<file path="config.mk">
export PLATFORM = sky130hd
export DESIGN_NAME = ctx_sequencer_flat
export DESIGN_NICKNAME = d
export VERILOG_FILES = /design/src/rtl/ctx_sequencer_if.sv /design/src/rtl/ctx_sequencer.sv /design/src/flat_wrapper.sv
export SDC_FILE = /design/constraint.sdc
export NUM_CORES = 2
export LEC_CHECK = 0
export CAP_MARGIN = 20
export CORE_MARGIN = 8
export CORE_UTILIZATION = 55
export DETAILED_ROUTE_END_ITERATION = 8
export PLACE_DENSITY = 0.7
export SLEW_MARGIN = 5
export SYNTH_ARGS = -nofsm -noshare
export SYNTH_HDL_FRONTEND = slang
export SYNTH_SLANG_ARGS = --single-unit
</file>
<file path="constraint.sdc">
create_clock -name CLK -period 17.31 [get_ports CLK]
set_input_delay 4.3275 -clock CLK [delete_from_list [all_inputs] [get_ports CLK]]
set_output_delay 4.3275 -clock CLK [all_outputs]
set_load 0.01 [all_outputs]
</file>
<file path="src/rtl/ctx_sequencer_if.sv">
`default_nettype none
// ============================================================================
//  Module      : ctx_sequencer_if
//  Description : Bundle of the configuration-write, run-control and context
//                output signals of the per-PE context sequencer.
//                master : config loader / controller / PE decoder side
//                slave  : the sequencer itself
//  Ports       : cfg_wr_en/addr/data, cfg_wr_ack   context-memory write port
//                start, ctx_len, iter_cnt          run launch and arguments
//                stall, abort                      run-time control
//                ctx_out, ctx_idx, ctx_valid       issued context word
//                busy, done, err                   status
//  Revision    : 1.0  initial release
// ============================================================================
interface ctx_sequencer_if #(
    parameter int WIDTH = 120,
    parameter int AW    = 4,
    parameter int ITW   = 16
);
    logic               cfg_wr_en;
    logic [AW-1:0]      cfg_wr_addr;
    logic [WIDTH:0]     cfg_wr_data;
    logic               cfg_wr_ack;
    logic               start;
    logic [AW:0]        ctx_len;
    logic [ITW-1:0]     iter_cnt;
    logic               stall;
    logic               abort;
    logic [WIDTH:0]     ctx_out;
    logic [AW-1:0]      ctx_idx;
    logic               ctx_valid;
    logic               busy;
    logic               done;
    logic               err;

    modport master (
        output cfg_wr_en, cfg_wr_addr, cfg_wr_data, start, ctx_len, iter_cnt,
               stall, abort,
        input  cfg_wr_ack, ctx_out, ctx_idx, ctx_valid, busy, done, err
    );

    modport slave (
        input  cfg_wr_en, cfg_wr_addr, cfg_wr_data, start, ctx_len, iter_cnt,
               stall, abort,
        output cfg_wr_ack, ctx_out, ctx_idx, ctx_valid, busy, done, err
    );
endinterface
`default_nettype wire

</file>
<file path="src/rtl/ctx_sequencer.sv">
`default_nettype none
// ============================================================================
//  Module      : ctx_sequencer
//  Description : Per-PE context sequencer. Stores DEPTH configuration words
//                and, once started, issues one word per cycle to the PE
//                decoder, looping over ctx_len contexts for iter_cnt
//                iterations.
//  Ports       : CLK   clock, rising edge
//                RST   synchronous reset, active-high
//                bus   ctx_sequencer_if.slave (write port, run control,
//                      context output, status)
//  Revision    : 1.0  initial release
// ============================================================================
module ctx_sequencer #(
    parameter int WIDTH = 120,
    parameter int DEPTH = 16,
    parameter int AW    = 4,
    parameter int ITW   = 16
) (
    input  wire logic        CLK,
    input  wire logic        RST,
    ctx_sequencer_if.slave   bus
);

    localparam logic [1:0]     c_IDLE     = 2'd0;
    localparam logic [1:0]     c_RUN      = 2'd1;
    localparam logic [1:0]     c_DONE     = 2'd2;
    localparam logic [AW:0]    c_ONE_LEN  = 1;
    localparam logic [AW:0]    c_DEPTH    = DEPTH[AW:0];
    localparam logic [AW-1:0]  c_ONE_PC   = 1;
    localparam logic [ITW-1:0] c_ONE_ITER = 1;

    // Context memory: not reset, survives RST.
    logic [WIDTH:0] mem_q [DEPTH];

    logic [1:0]     state_q,     state_d;
    logic [AW-1:0]  pc_q,        pc_d;
    logic [ITW-1:0] iter_q,      iter_d;
    logic [AW:0]    len_q,       len_d;
    logic [WIDTH:0] ctx_out_q,   ctx_out_d;
    logic [AW-1:0]  ctx_idx_q,   ctx_idx_d;
    logic           ctx_valid_q, ctx_valid_d;
    logic           busy_q,      busy_d;
    logic           done_q,      done_d;
    logic           err_q,       err_d;

    logic w_idle;
    logic w_mem_we;
    logic w_args_ok;
    logic w_last_pc;

    assign w_idle    = (state_q == c_IDLE);
    assign w_mem_we  = w_idle && bus.cfg_wr_en;
    assign w_args_ok = (bus.ctx_len != '0) && (bus.ctx_len <= c_DEPTH) &&
                       (bus.iter_cnt != '0);
    // len_q is at least 1 in RUN, so len_q-1 never underflows there.
    assign w_last_pc = ({1'b0, pc_q} == (len_q - c_ONE_LEN));

    always_comb begin
        state_d     = state_q;
        pc_d        = pc_q;
        iter_d      = iter_q;
        len_d       = len_q;
        ctx_out_d   = '0;
        ctx_idx_d   = ctx_idx_q;
        ctx_valid_d = 1'b0;
        done_d      = 1'b0;
        // Any write outside IDLE is rejected and flagged.
        err_d       = bus.cfg_wr_en && !w_idle;

        case (state_q)
            c_IDLE: begin
                if (bus.start) begin
                    if (w_args_ok) begin
                        len_d   = bus.ctx_len;
                        iter_d  = bus.iter_cnt;
                        pc_d    = '0;
                        state_d = c_RUN;
                    end else begin
                        err_d = 1'b1;
                    end
                end
            end
            c_RUN: begin
                if (bus.abort) begin
                    state_d = c_IDLE;
                end else if (!bus.stall) begin
                    ctx_out_d   = mem_q[pc_q];
                    ctx_idx_d   = pc_q;
                    ctx_valid_d = 1'b1;
                    if (w_last_pc) begin
                        pc_d   = '0;
                        iter_d = iter_q - c_ONE_ITER;
                        if (iter_q == c_ONE_ITER) begin
                            state_d = c_DONE;
                        end
                    end else begin
                        pc_d = pc_q + c_ONE_PC;
                    end
                end
            end
            c_DONE: begin
                state_d = c_IDLE;
                done_d  = !bus.abort;
            end
            default: begin
                state_d = c_IDLE;
            end
        endcase

        // busy tracks the state register itself, so it drops together with done.
        busy_d = (state_d != c_IDLE);
    end

    always_ff @(posedge CLK) begin
        if (RST) begin
            state_q     <= c_IDLE;
            pc_q        <= '0;
            iter_q      <= '0;
            len_q       <= '0;
            ctx_out_q   <= '0;
            ctx_idx_q   <= '0;
            ctx_valid_q <= 1'b0;
            busy_q      <= 1'b0;
            done_q      <= 1'b0;
            err_q       <= 1'b0;
        end else begin
            state_q     <= state_d;
            pc_q        <= pc_d;
            iter_q      <= iter_d;
            len_q       <= len_d;
            ctx_out_q   <= ctx_out_d;
            ctx_idx_q   <= ctx_idx_d;
            ctx_valid_q <= ctx_valid_d;
            busy_q      <= busy_d;
            done_q      <= done_d;
            err_q       <= err_d;
        end
    end

    always_ff @(posedge CLK) begin
        if (w_mem_we) begin
            mem_q[bus.cfg_wr_addr] <= bus.cfg_wr_data;
        end
    end

    assign bus.cfg_wr_ack = w_idle;
    assign bus.ctx_out    = ctx_out_q;
    assign bus.ctx_idx    = ctx_idx_q;
    assign bus.ctx_valid  = ctx_valid_q;
    assign bus.busy       = busy_q;
    assign bus.done       = done_q;
    assign bus.err        = err_q;

endmodule
`default_nettype wire
</file>
<file path="src/flat_wrapper.sv">
// flat-port wrapper written by rule: the top's interface ports become plain ports
module ctx_sequencer_flat 
#(
    parameter int WIDTH = 120,
    parameter int DEPTH = 16,
    parameter int AW    = 4,
    parameter int ITW   = 16
)
  (CLK, RST, bus_cfg_wr_en, bus_cfg_wr_addr, bus_cfg_wr_data, bus_start, bus_ctx_len, bus_iter_cnt, bus_stall, bus_abort, bus_cfg_wr_ack, bus_ctx_out, bus_ctx_idx, bus_ctx_valid, bus_busy, bus_done, bus_err);
  ctx_sequencer_if #(.WIDTH(WIDTH), .AW(AW), .ITW(ITW)) bus_i ();
  input  wire logic CLK;
  input  wire logic RST;
  input wire logic [$bits(bus_i.cfg_wr_en)-1:0] bus_cfg_wr_en;
  input wire logic [$bits(bus_i.cfg_wr_addr)-1:0] bus_cfg_wr_addr;
  input wire logic [$bits(bus_i.cfg_wr_data)-1:0] bus_cfg_wr_data;
  input wire logic [$bits(bus_i.start)-1:0] bus_start;
  input wire logic [$bits(bus_i.ctx_len)-1:0] bus_ctx_len;
  input wire logic [$bits(bus_i.iter_cnt)-1:0] bus_iter_cnt;
  input wire logic [$bits(bus_i.stall)-1:0] bus_stall;
  input wire logic [$bits(bus_i.abort)-1:0] bus_abort;
  output wire logic [$bits(bus_i.cfg_wr_ack)-1:0] bus_cfg_wr_ack;
  output wire logic [$bits(bus_i.ctx_out)-1:0] bus_ctx_out;
  output wire logic [$bits(bus_i.ctx_idx)-1:0] bus_ctx_idx;
  output wire logic [$bits(bus_i.ctx_valid)-1:0] bus_ctx_valid;
  output wire logic [$bits(bus_i.busy)-1:0] bus_busy;
  output wire logic [$bits(bus_i.done)-1:0] bus_done;
  output wire logic [$bits(bus_i.err)-1:0] bus_err;
  assign bus_i.cfg_wr_en = bus_cfg_wr_en;
  assign bus_i.cfg_wr_addr = bus_cfg_wr_addr;
  assign bus_i.cfg_wr_data = bus_cfg_wr_data;
  assign bus_i.start = bus_start;
  assign bus_i.ctx_len = bus_ctx_len;
  assign bus_i.iter_cnt = bus_iter_cnt;
  assign bus_i.stall = bus_stall;
  assign bus_i.abort = bus_abort;
  assign bus_cfg_wr_ack = bus_i.cfg_wr_ack;
  assign bus_ctx_out = bus_i.ctx_out;
  assign bus_ctx_idx = bus_i.ctx_idx;
  assign bus_ctx_valid = bus_i.ctx_valid;
  assign bus_busy = bus_i.busy;
  assign bus_done = bus_i.done;
  assign bus_err = bus_i.err;
  ctx_sequencer #(.WIDTH(WIDTH), .DEPTH(DEPTH), .AW(AW), .ITW(ITW)) u_core (.CLK(CLK), .RST(RST), .bus(bus_i));
endmodule
</file>
==> metrics.md <==
| Metric | Value |
|---|---|
| Pleak | `27.14 nW` |
| Top cells by area, synth | `edfxtp_1 (75%), mux4_2 (17%), dfxtp_1 (4.0%), and2_1 (0.97%), clkbuf_1 (0.41%)` |
| H-tree depth | `4` |
| Vias in the first global route | `between 30000 and 40000` |
| Synth-to-layout area growth | `14.74%` |
| Critical path cell sequence | `clkdlybuf4s50_1, nand4b_1, nor2_4, buf_4, buf_4` |
| Crit-path max cell delay | `0.91 ns` |
| Ports | `282` |
| Port bufs | `281` |
| Status | `finished, final reports clean` |
| Total track usage | `21.74%` |
| Worst reg-to-reg setup slack | `~13 ns` |
| Crit path kind | `input port to register` |
| Final worst-path cycle share | `44.49%` |
| Fmax | `0.1299 GHz` |
| Total Neg Setup Slack | `0 ns` |
| Final nets | `between 3000 and 4000` |
| Total gr overflow | `0` |
| Sequential cell area | `61270 sq um` |
| Total Power | `between 10 and 15 mW` |
| Die width | `392.3 um` |
| Crit path launch type | `input port` |
| Final Slew Violations | `0` |
| Post-CTS Resized | `0` |
| Netlist cell types | `55` |
| Max Buffers Root-to-Sink | `3` |
| DR vias/cell | `roughly 6.2` |
| Hold Startpoint | `u_core.iter_q[1]` |
| CTS tree | `done` |
| Proportion of layout cells with a drive suffix above 1 | `26.32%` |
| Worst slack, placed | `8.745 ns` |
| Remaining DRCs | `0` |
| Hold crit path type | `register to register` |
| Crit path required time | `17.72 ns` |
| Commonest non-fill, non-tap cell in the layout | `edfxtp_1` |
| Most frequent CP cell | `buf_4` |
| Final setup fails | `0` |
| Final hold slack | `0.4944 ns` |
| Levels on crit path | `5` |
| CP max-delay cell | `nor2_4` |
| Top cell type by total area after synthesis | `edfxtp_1` |
| Gpl congestion | `about 0.8` |
| Reg2reg path depth | `5` |
| Post-DP HPWL | `approximately 90000 um` |
| PwrDens | `112.9 nW/um^2` |
| Relative slew slack | `18.07%` |
| Clock Skews | `0.03763 ns` |
| Critical path startpoint | `bus_cfg_wr_addr[0]` |
| Syn Inst Count | `3213` |
| RSZ-0062 raised after global routing | `no` |
| Post-synth EDFFs | `between 1500 and 2000` |
| Multi-input logic area | `15860 sq um` |
| Most frequent cells in the layout | `edfxtp_1 (1936), mux4_2 (605), clkdlybuf4s50_1 (281)` |
| Buffers & Inverters on Critical Path | `3` |
| Number of buffers created by CTS | `~200` |
| Worst hold stages | `2` |
| Sequential share of the synthesized area | `78.65%` |
| Worst skew pair latency | `~0.82 ns` |
| Clock-pin slew on the worst setup and hold paths | `roughly 0.060 ns` |
| Hold path endpoint | `u_core.iter_q[1]` |
| Worst setup EP type | `register` |
| Wire per inst | `~29 um` |
| Min Tclk post-route | `7.701 ns` |
| First-pass GRT wire length | `245600 um` |
| Initial antenna violation count | `32` |
| Filler cells | `9133` |
| Final WS setup | `9.609 ns` |
| Final Hold Vio Count | `0` |
| Core box area | `141100 sq um` |
| Detailed Routing Iterations Pass 1 | `5` |
| Delay-heaviest family, CP | `buffers and inverters` |
| Synthesized area | `77890 sq um` |
| Die height | `392.3 um` |
| Total routed wirelength | `166800 um` |
| Vias post-DR | `34960` |
| Post-CTS Hold Buffers | `0` |
| Max-cap check violation count | `0` |
| Top-area cell type share of the netlist area | `approximately three quarters` |
| FP Rows | `between 100 and 150` |
| Root Buffer Master | `clkbuf_16` |
| Worst path arrival time | `just over 8 ns` |
| CP max FO | `50` |
| Die area | `roughly 150000 sq um` |
| Syn avg cell area | `24.24 sq um` |
| Clk sinks | `around 2100` |
| Max rail drop VDD | `0.08778 mV` |
| Critical R2R Capture | `u_core.mem_q[6][6]` |
| Syn Nets | `between 3000 and 4000` |
| Most used flip-flop cell after synthesis | `edfxtp_1` |
| Yosys reg bits | `2092` |
| FF-to-FF Start | `u_core.state_q[0]` |
| Post-CTS setup buffers | `0` |
| Slew @ Worst Pin | `1.229 ns` |
| Initial DRC Count | `between 3000 and 4000` |
| Ys Warns | `0` |
| Post-synth ARST share | `0%` |
| Initial Utilization | `55.21%` |
| Pin count of the biggest net entering global routing | `122` |
| Final ANT Viol Nets | `0` |
[power by group]
group | leakage [nW] | switching, mW | internal [mW]
Combinational | 5.25 | 0.168 | 0.106
Clock | 3.15 | 1.79 | 2.43
Sequential | 18.7 | 0.0181 | 5.58
Total | 27.1 | 1.98 | 8.11
[sequential cells by signal (all words and copies together) (netlist names)]
name,flops
u_core.pc_q,4
u_core.len_q,5
u_core.iter_q,16
u_core.state_q,2
u_core.bus.err,1
u_core.bus.done,1
u_core.bus.ctx_valid,1
u_core.bus.ctx_out,121
u_core.mem_q,1936
u_core.bus.busy,1
u_core.bus.ctx_idx,4
[final cells by class]
type | count | area share [%]
diodes | 14 | 0.03920
clock buffers | 266 | 6.115
clock inverters | 102 | 1.056
inverters | 6 | 0.02520
multi-input cells | 951 | 17.74
flip-flops and latches | 2092 | 68.56
well taps | 1890 | 2.646
repair buffers | 341 | 3.814
[worst reg2reg max path, cell delays in order (launching register included)]
cell and delay (ns):
dfxtp_1 0.39, nor2_1 0.42, nand4b_1 0.46, nor2_4 0.91
buf_4 0.91, buf_4 0.95
[Yosys cell counts, types with 6 or more instances]
| cell type | n |
|---|---|
| o21ai_0 | 6 |
| nor4_1 | 12 |
| buf_1 | 15 |
| inv_1 | 6 |
| edfxtp_1 | 1936 |
| nand3_1 | 9 |
| nand2_1 | 19 |
| dfxtp_1 | 156 |
| buf_2 | 35 |
| mux4_2 | 605 |
| mux2i_1 | 10 |
| a21oi_1 | 22 |
| nor2_1 | 47 |
| nand2b_1 | 8 |
| o21ai_1 | 7 |
| buf_6 | 28 |
| and2_1 | 121 |
| clkbuf_1 | 86 |
| nor3_1 | 14 |
[through the flow]
stage	cells	cell area [sq um]	util, %
after floorplan	3213	77890	-
after global placement	5279	82900	58.76
after detailed placement	5279	82900	58.76
after CTS	5647	89310	63.31
after global routing	5652	89340	63.33
final	5662	89370	63.35
[cells by family after synthesis]
group / after synthesis / synth area share (%)
mux: 615 / 17.62
compound gates: 65 / 0.5446
buf+inv: 170 / 1.145
flops: 2092 / 78.65
simple gates: 261 / 1.908
fa+ha+maj: 4 / 0.06426
xor+xnor: 6 / 0.06747
[per-layer routing]
| layer | vias to the layer above | routed length, um | track usage [%] |
|---|---|---|---|
| met5 | - | 126 | 0 |
| met1 | 18790 | 67290 | 29.95 |
| met3 | 276 | 11980 | 4.264 |
| met4 | 20 | 3445 | 5.474 |
| met2 | 1402 | 83990 | 36.30 |
| li1 | 14470 | - | - |
[how the worst max path moves through the flow]
stage                     endpoint  slack, ns
6_report        u_core.mem_q[6][6]       9.61
5_1_grt        u_core.mem_q[7][48]       9.51
4_1_cts         u_core.mem_q[6][6]       9.62
3_5_place_dp   u_core.mem_q[6][25]       8.74
3_3_place_gp   u_core.mem_q[6][41]       8.80
2_1_floorplan   u_core.mem_q[0][0]       3.63
Note: power is estimated with default switching activity, not from simulation.
